$ cat config.mk
export PLATFORM = sky130hd
export DESIGN_NAME = multicore_bus_arbiter
export DESIGN_NICKNAME = d
export VERILOG_FILES = /design/src/rtl/bus_pkg.sv /design/src/rtl/multicore_bus_arbiter_rr_picker.sv /design/src/rtl/multicore_bus_arbiter.sv
export SDC_FILE = /design/constraint.sdc
export NUM_CORES = 1
export LEC_CHECK = 0
export BUFFER_PORTS_ARGS = -buffer_cell sky130_fd_sc_hd__buf_2
export CORE_ASPECT_RATIO = 0.7
export CORE_MARGIN = 2
export CORE_UTILIZATION = 25
export DETAILED_ROUTE_END_ITERATION = 8
export PLACE_DENSITY = 0.76
export SYNTH_ARGS = -nofsm -noshare
export SYNTH_HDL_FRONTEND = slang
export SYNTH_SLANG_ARGS = --single-unit
export TNS_END_PERCENT = 1
$ cat constraint.sdc
create_clock -name clk -period 5.85 [get_ports clk]
set_input_delay 0.2925 -clock clk [delete_from_list [all_inputs] [get_ports clk]]
set_output_delay 0.2925 -clock clk [all_outputs]
set_load 0.01 [all_outputs]
$ cat src/rtl/bus_pkg.sv
// Shared bus definitions: arbiter state encoding, default widths and a clog2 helper
// used by the multicore bus arbiter and the external memory model.
package bus_pkg;

    localparam int DEF_WIDTH  = 8;
    localparam int DEF_NCORES = 4;

    typedef enum logic {
        IDLE  = 1'b0,
        OWNED = 1'b1
    } arb_state_e;

    function automatic int clog2(input int value);
        int r;
        r = 0;
        while ((32'sd1 << r) < value) begin
            r = r + 1;
        end
        return r;
    endfunction

endpackage

$ cat src/rtl/multicore_bus_arbiter_rr_picker.sv
// rr_picker: combinational round-robin priority finder. Searches req_i starting
// at ptr_i, wrapping at N-1 -> 0, and returns the first set index.
module rr_picker
    import bus_pkg::*;
#(
    parameter int N  = DEF_NCORES,
    parameter int IW = clog2(N)
) (
    input  logic [N-1:0]  req_i,
    input  logic [IW-1:0] ptr_i,
    output logic [IW-1:0] winner_o,
    output logic          valid_o
);

    // First requester at or after the pointer, owner position searched last.
    always_comb begin
        int            idx;
        logic [IW-1:0] sel;
        winner_o = '0;
        valid_o  = 1'b0;
        idx      = 0;
        sel      = '0;
        for (int i = 0; i < N; i++) begin
            idx = int'(ptr_i) + i;
            if (idx >= N) begin
                idx = idx - N;
            end else begin
                idx = idx;
            end
            sel = idx[IW-1:0];
            if (!valid_o && req_i[sel]) begin
                valid_o  = 1'b1;
                winner_o = sel;
            end else begin
                valid_o  = valid_o;
            end
        end
    end

endmodule

$ cat src/rtl/multicore_bus_arbiter.sv
// Round-robin arbiter granting NCORES cores the shared memory/IO port.
// Optional grant timeout is compiled in with `define ARB_TIMEOUT_EN.
module multicore_bus_arbiter
    import bus_pkg::*;
#(
    parameter int WIDTH    = DEF_WIDTH,
    parameter int NCORES   = DEF_NCORES,
    parameter int IDXBITS  = clog2(NCORES),
    parameter int MAX_HOLD = 16
) (
    input  logic                    clk,
    input  logic                    reset,
    input  logic [NCORES-1:0]       request,
    input  logic [NCORES*WIDTH-1:0] adr_in,
    input  logic [NCORES*WIDTH-1:0] writedata_in,
    input  logic [NCORES-1:0]       memwrite_in,
    output logic [NCORES-1:0]       grant,
    output logic [WIDTH-1:0]        adr,
    output logic [WIDTH-1:0]        writedata,
    output logic                    memwrite,
    output logic [IDXBITS-1:0]      owner,
    output logic                    busy
);

    if (MAX_HOLD < 2 || NCORES < 2 || NCORES > 16) begin : g_param_err
        $error("multicore_bus_arbiter: parameter out of range");
    end

    arb_state_e         state_q, state_d;
    logic [IDXBITS-1:0] owner_q, owner_d;
    logic [IDXBITS-1:0] ptr_s;
    logic [IDXBITS-1:0] winner_s;
    logic               pick_valid_s;

`ifdef ARB_TIMEOUT_EN
    localparam int HCW = clog2(MAX_HOLD);
    logic [HCW-1:0] hold_q, hold_d;
`endif

    assign ptr_s = (owner_q == IDXBITS'(NCORES - 1)) ? '0 : owner_q + IDXBITS'(1);

    rr_picker #(
        .N  (NCORES),
        .IW (IDXBITS)
    ) u_picker (
        .req_i    (request),
        .ptr_i    (ptr_s),
        .winner_o (winner_s),
        .valid_o  (pick_valid_s)
    );

    // State, owner and hold counter registers.
    always_ff @(posedge clk or posedge reset) begin
        if (reset) begin
            state_q <= IDLE;
            owner_q <= '0;
`ifdef ARB_TIMEOUT_EN
            hold_q  <= '0;
`endif
        end else begin
            state_q <= state_d;
            owner_q <= owner_d;
`ifdef ARB_TIMEOUT_EN
            hold_q  <= hold_d;
`endif
        end
    end

    // Next-state: grant on idle, hold while owner requests, hand over without a bubble.
    always_comb begin
        state_d = state_q;
        owner_d = owner_q;
`ifdef ARB_TIMEOUT_EN
        hold_d  = hold_q;
`endif
        case (state_q)
            IDLE: begin
                if (pick_valid_s) begin
                    state_d = OWNED;
                    owner_d = winner_s;
`ifdef ARB_TIMEOUT_EN
                    hold_d  = '0;
`endif
                end else begin
                    state_d = IDLE;
                end
            end
            OWNED: begin
                if (request[owner_q]) begin
`ifdef ARB_TIMEOUT_EN
                    // At the limit the owner yields only if someone else is waiting.
                    if (hold_q == HCW'(MAX_HOLD - 1)) begin
                        if (pick_valid_s && (winner_s != owner_q)) begin
                            owner_d = winner_s;
                            hold_d  = '0;
                        end else begin
                            hold_d  = hold_q;
                        end
                    end else begin
                        hold_d = hold_q + HCW'(1);
                    end
`else
                    owner_d = owner_q;
`endif
                end else if (pick_valid_s) begin
                    owner_d = winner_s;
`ifdef ARB_TIMEOUT_EN
                    hold_d  = '0;
`endif
                end else begin
                    state_d = IDLE;
`ifdef ARB_TIMEOUT_EN
                    hold_d  = '0;
`endif
                end
            end
            default: begin
                state_d = IDLE;
            end
        endcase
    end

    // Outputs: grant decoded from registered state; datapath muxed by owner.
    always_comb begin
        grant = '0;
        if (state_q == OWNED) begin
            grant[owner_q] = 1'b1;
        end else begin
            grant = '0;
        end
        busy      = (state_q == OWNED);
        owner     = owner_q;
        adr       = adr_in[int'(owner_q)*WIDTH +: WIDTH];
        writedata = writedata_in[int'(owner_q)*WIDTH +: WIDTH];
        memwrite  = busy & request[owner_q] & memwrite_in[owner_q];
    end

endmodule

[Word level (Yosys, flattened, before mapping)]
Index checks and enable logic that the tools add are counted.
Cells by class
  bitwise gates (word level): 3
  eq/ne operators: 2
  magnitude comparators: 10
  add/subtract/negate cells: 8
  reductions and logical operators: 7
  multiplexer cells: 34
  shift operators: 2
Operator list (number)
  variable part select 32 x 6 -> 8 bit: 2
  two-way mux 2 bit: 11
  < comparator 2 x 3 -> 1 bit (second input constant): 5
  two-way mux 1 bit: 13
  binary-select mux 1 bit (select 2 bit): 6
  >= comparator 3 bit (second input constant): 3
  subtractor 2 x 1 -> 2 bit (second input constant): 4
  adder 2 x 2 -> 3 bit (second input constant): 2
  logical AND 1 bit: 4
  two-way mux 4 bit: 1
  case mux 2 bit (2 select lines): 1
  adder 2 x 1 -> 3 bit (second input constant): 1
  >= comparator 2 x 3 -> 1 bit (second input constant): 1
  zero test 1 bit: 3
  adder 2 x 1 -> 2 bit (second input constant): 1
  bitwise AND 1 bit: 2
  demux 1 bit (select 2 bit): 1
  == test 2 bit (second input constant): 1
  >= comparator 2 x 1 -> 1 bit (second input constant): 1
  inequality test 2 bit (second input constant): 1
  case mux 1 bit (2 select lines): 1
  inverter 1 bit: 1
Storage, ports and cells
  register bits after elaboration: 3
  input port bits: 74
  word-level logic and storage cells: 68
  output and inout bits: 24

[Depth between registers and ports, before layout]
  depth after elaboration: 19
  gate-level depth with buffers: 8
  gate-level depth less buffers: 6

[By module]
A second synthesis with hierarchy kept.
Unflattened totals
  cell total of the unflattened synthesis: 65
  area, all modules: 765.7 um^2
By module, submodules not included
  multicore_bus_arbiter: times used 1, cells an instance 50, area an instance 688.2 um^2
  rr_picker: times used 1, cells an instance 15, area an instance 77.6 um^2

[Worst setup path before layout]
OpenSTA, ideal clock, no wires.
  path type: reg-to-reg
  from: reg owner_q[1], in the netlist owner[1]
  to: reg owner_q[0], in the netlist owner[0]
  buffers on the path: 2
  setup slack: 3920 ps
  data required time: 5784 ps
  arrival: 1864 ps
  cell stages (with the launch flop): 9
  clock period less this slack: 1930 ps
  cell sequence: dfrtp_1 > buf_6 > buf_2 > inv_1 > ha_1 > o31ai_1 > a21oi_1 > a221oi_1 > mux2_1
On the way
  longest elaborated chain between the ends: 19
  elaborated cells between the ends (all ways): 46
Ends and longest elaborated chain
  from (decl): RTL line multicore_bus_arbiter.sv:30  | logic [IDXBITS-1:0] owner_q, owner_d;
  from (signal assigned): RTL line multicore_bus_arbiter.sv:62  | owner_q <= owner_d;
  parallel branches: the longest is 19 deep, another holds adder 2 x 1 -> 3 bit
Parallel ways; which one is timed is not known. The select of a mux whose other input is x is not followed.
A chain may end at the register's enable or synchronous reset.

[Worst setup path in the final report]
  from: reg owner_q[0], in the netlist owner[0]
  to: out memwrite
On the way
  longest elaborated chain between the ends: 4
  elaborated cells between the ends (all ways): 6
Ends and longest elaborated chain
  binary-select mux 1 bit (select 2 bit): RTL line multicore_bus_arbiter.sv:135  | memwrite = busy & request[owner_q] & memwrite_in[owner_q];
  two-way mux 1 bit (implied by the code): RTL line multicore_bus_arbiter.sv:135
  bitwise AND 1 bit: RTL line multicore_bus_arbiter.sv:135
  bitwise AND 1 bit (*): RTL line multicore_bus_arbiter.sv:135
  to (decl): RTL line multicore_bus_arbiter.sv:20  | output logic memwrite,
Every way passes the cells marked *; elsewhere a longest branch is shown, timed or not. The select of a mux whose other input is x is not followed.

==> results.sh <==
export IMPL_yosys_area_share_xor_xnor_pct=0
export IMPL_die_h_um=50
export IMPL_worstMarginPinSlew_ns=0.8624
export IMPL_finalMaxSlewViolations=0
export IMPL_viasPerCell=4.795
export IMPL_drtAntennaViolNets=0
export IMPL_ios=98
export IMPL_end_kind="output pin"
export IMPL_worst_slack_ns=3.547
export IMPL_port_buffers=97
export IMPL_grtUsageTotal_pct=14.39
export IMPL_ys_ff_latch=3
export IMPL_routed_wl_um=2486
export IMPL_syn_avg_cell_area_um2=13.50
export IMPL_cellPowerDensity_nw_per_um2=411.0
export IMPL_multi_input_area_um2=623.1
export IMPL_drcViolationCount=0
export IMPL_synth_top_family_by_area="multiplexers"
export IMPL_initial_core_util_pct=26.58
export IMPL_leakage_uw=0.0006983
export IMPL_clk_path_buf_depth=2
export IMPL_core_area_um2=2843
export IMPL_cts_setup_buffers=0
export IMPL_status="complete, no violations"
export IMPL_num_rows=16
export IMPL_path_cells="buf_4 > mux4_1 > and2_1 > buf_2"
export IMPL_vias=911
export IMPL_nets=233
export IMPL_p_comb_share_pct=75.9
export IMPL_timing_final_crit_share_pct=39.36
export IMPL_finalPower_uw=535.4
export IMPL_fmax_mhz=434.3
export IMPL_hold_viol=0
export IMPL_overflow=0
export IMPL_layout_cells_most_common="buf_2"
export IMPL_htree_levels=1
export IMPL_yosys_area_share_simple_pct=10.10
export IMPL_grt_setup_unrepaired="no"
export IMPL_power_frac_clock_pct=11.6
export IMPL_fin_skew_ns=0.002476
export IMPL_syn2layout_area_growth_pct=72.35
export IMPL_tns_ns=0
export IMPL_synthDistinctLibCells=20
export IMPL_relSlewSlack_pct=42.51
export IMPL_numClockSinks=3
export IMPL_crit_required_ns=5.56
export IMPL_synth_compound_area_share_pct=5.795
export IMPL_cp_slowest_cell="mux4_1"
export IMPL_power_share_switching_pct=42.13
export IMPL_cp_slowest_stage_delay_ns=0.57
export IMPL_synthAdderAreaFrac_pct=6.623
export IMPL_fill_cells=284
export IMPL_cts_buffers=3
export IMPL_clkLatencyLatePin_ns=0.22
export IMPL_clk_root_buffer_cell="clkbuf_8"
export IMPL_detailed_place_hpwl_um=2123
export IMPL_seqPwrFrac_pct=12.5
export IMPL_place_ws_ns=3.573
export IMPL_synthMuxAreaShare_pct=59.93
export IMPL_drt_iter0_drc=38
export IMPL_clk_pin_slew_ns=0.03
export IMPL_mostFrequentLayoutCells="97 x buf_2, 12 x mux4_2, 5 x and2_1, 5 x mux4_1"
export IMPL_antenna_found_initial=0
export IMPL_netlist_instances=56
export IMPL_hold_path_class="in -> reg"
export IMPL_register_area_um2=75.07
export IMPL_cts_tree="built"
export IMPL_crit_arrival_ns=2.01
export IMPL_start_kind="register"
export IMPL_critical_path_class="reg -> out"
export IMPL_yosys_warnings=0
export IMPL_first_pass_iters=4
export IMPL_grt_pass1_vias=891
export IMPL_setup_viol=0
export IMPL_crit_fanout=21
export IMPL_p_switching_uw=225.5
export IMPL_wl_per_cell_um=13.08
export IMPL_yosysSeqAreaShare_pct=9.934
export IMPL_min_period_ns=2.303
export IMPL_diodes=0
export IMPL_die_w_um=69.72
export IMPL_die_area_um2=3486
export IMPL_grt_start_max_net_pins=24
export IMPL_drive_above_1_share_pct=74.03
export IMPL_grt_pass1_wl_um=4036
export IMPL_intPower_uw=309.8
export IMPL_drv_cap=0
export IMPL_place_congestion=0.7531
export IMPL_ir_worst_vdd_v=0.0001062
export IMPL_syn_num_nets=134
export IMPL_syn_area_um2=755.7
==> synth_stat cells <==
cell type / instances / share of area [%]
dfrtp_1: 3 / 9.9
mux4_1: 5 / 17
o31ai_1: 2 / 2.0
o22ai_1: 1 / 0.83
nand2_1: 2 / 0.99
mux2i_1: 4 / 5.3
a21oi_1: 1 / 0.66
ha_1: 4 / 6.6
nor2_1: 3 / 1.5
and2_1: 5 / 4.1
buf_6: 3 / 4.5
mux2_1: 1 / 1.5
buf_2: 1 / 0.66
o2bb2ai_1: 1 / 1.2
inv_1: 3 / 1.5
a221oi_1: 1 / 1.2
buf_4: 1 / 0.99
mux4_2: 12 / 36
nand2b_1: 2 / 1.7
nand2b_4: 1 / 1.8
==> power groups by stage <==
stage               clock, uW  sequential (uW)  combinational, uW
floorplan                   0             41.9                323
global placement            0             68.3                405
detailed placement          0             69.3                408
CTS                      64.1             68.8                410
global route             66.0             73.2                442
finish                   62.0             67.2                406
==> worst max-delay path: cells and delay by family, from the launching register on <==
kind                   cells  cell delay, ns
buffers and inverters      2            0.50
DFF                        1            0.55
muxes                      1            0.57
and+or+nand+nor            1            0.16
==> per-stage QoR <==
step                utilization (%)  area, um^2  hold WS (ns)  std cells
floorplan                         -       755.7       0.04614         56
global placement              43.88        1247        0.1715        185
detailed placement            43.88        1247        0.1683        185
CTS                           45.82        1303        0.3997        190
global route                  45.82        1303        0.4229        190
finish                        45.82        1303        0.4025        190
==> flip-flops by register name (all words and copies together) (netlist names) <==
signal / count
owner: 2
busy: 1
==> metal layers <==
| metal | vias to the layer above | track usage, % | part of all wire, % |
|---|---|---|---|
| li1 | 432 | - | - |
| met1 | 430 | 17.04 | 41 |
| met2 | 47 | 25.80 | 48 |
| met3 | 2 | 4.294 | 9.7 |
| met4 | 0 | 3.526 | 0.56 |
| met5 | - | 0 | 0 |
==> final cells by class <==
cell class	instances	area share, %
Timing Repair Buffer	99	38.62
Clock buffer	4	3.458
Multi-Input combinational cell	45	47.84
Sequential cell	3	5.764
Tap cell	36	3.458
Inverter	3	0.8646
==> worst paths after layout <==
kind | start | endpoint | slack [ns] | cells after the start
setup / recovery | owner[0]$_DFFE_PP0P_ | memwrite | 3.55 | 4
hold reg to reg | busy$_DFF_PP0_ | owner[1]$_DFFE_PP0P_ | 0.92 | 4
hold / removal | request[0] | busy$_DFF_PP0_ | 0.40 | 3
max in group asynchronous | reset | owner[0]$_DFFE_PP0P_ | 5.23 | 3
min in group asynchronous | reset | busy$_DFF_PP0_ | 0.48 | 3
setup reg to reg | owner[1]$_DFFE_PP0P_ | owner[0]$_DFFE_PP0P_ | 3.58 | 6
==> kinds of logic after synthesis <==
logic type / after synthesis
DFF: 3
adders and majority gates: 4
AOI/OAI and AO/OA: 6
buffers and inverters: 8
muxes: 22
and+or+nand+nor: 13
==> repair_timing <==
| action | 4_1_cts | 5_1_grt |
|---|---|---|
| hold buffers | 1 | 0 |
| endpoints found under the hold margin | 3 | 0 |
| endpoints found under the setup margin | 0 | 0 |
| gates resized for setup | 0 | 0 |
No activity file was read; power rests on OpenSTA's default activity.
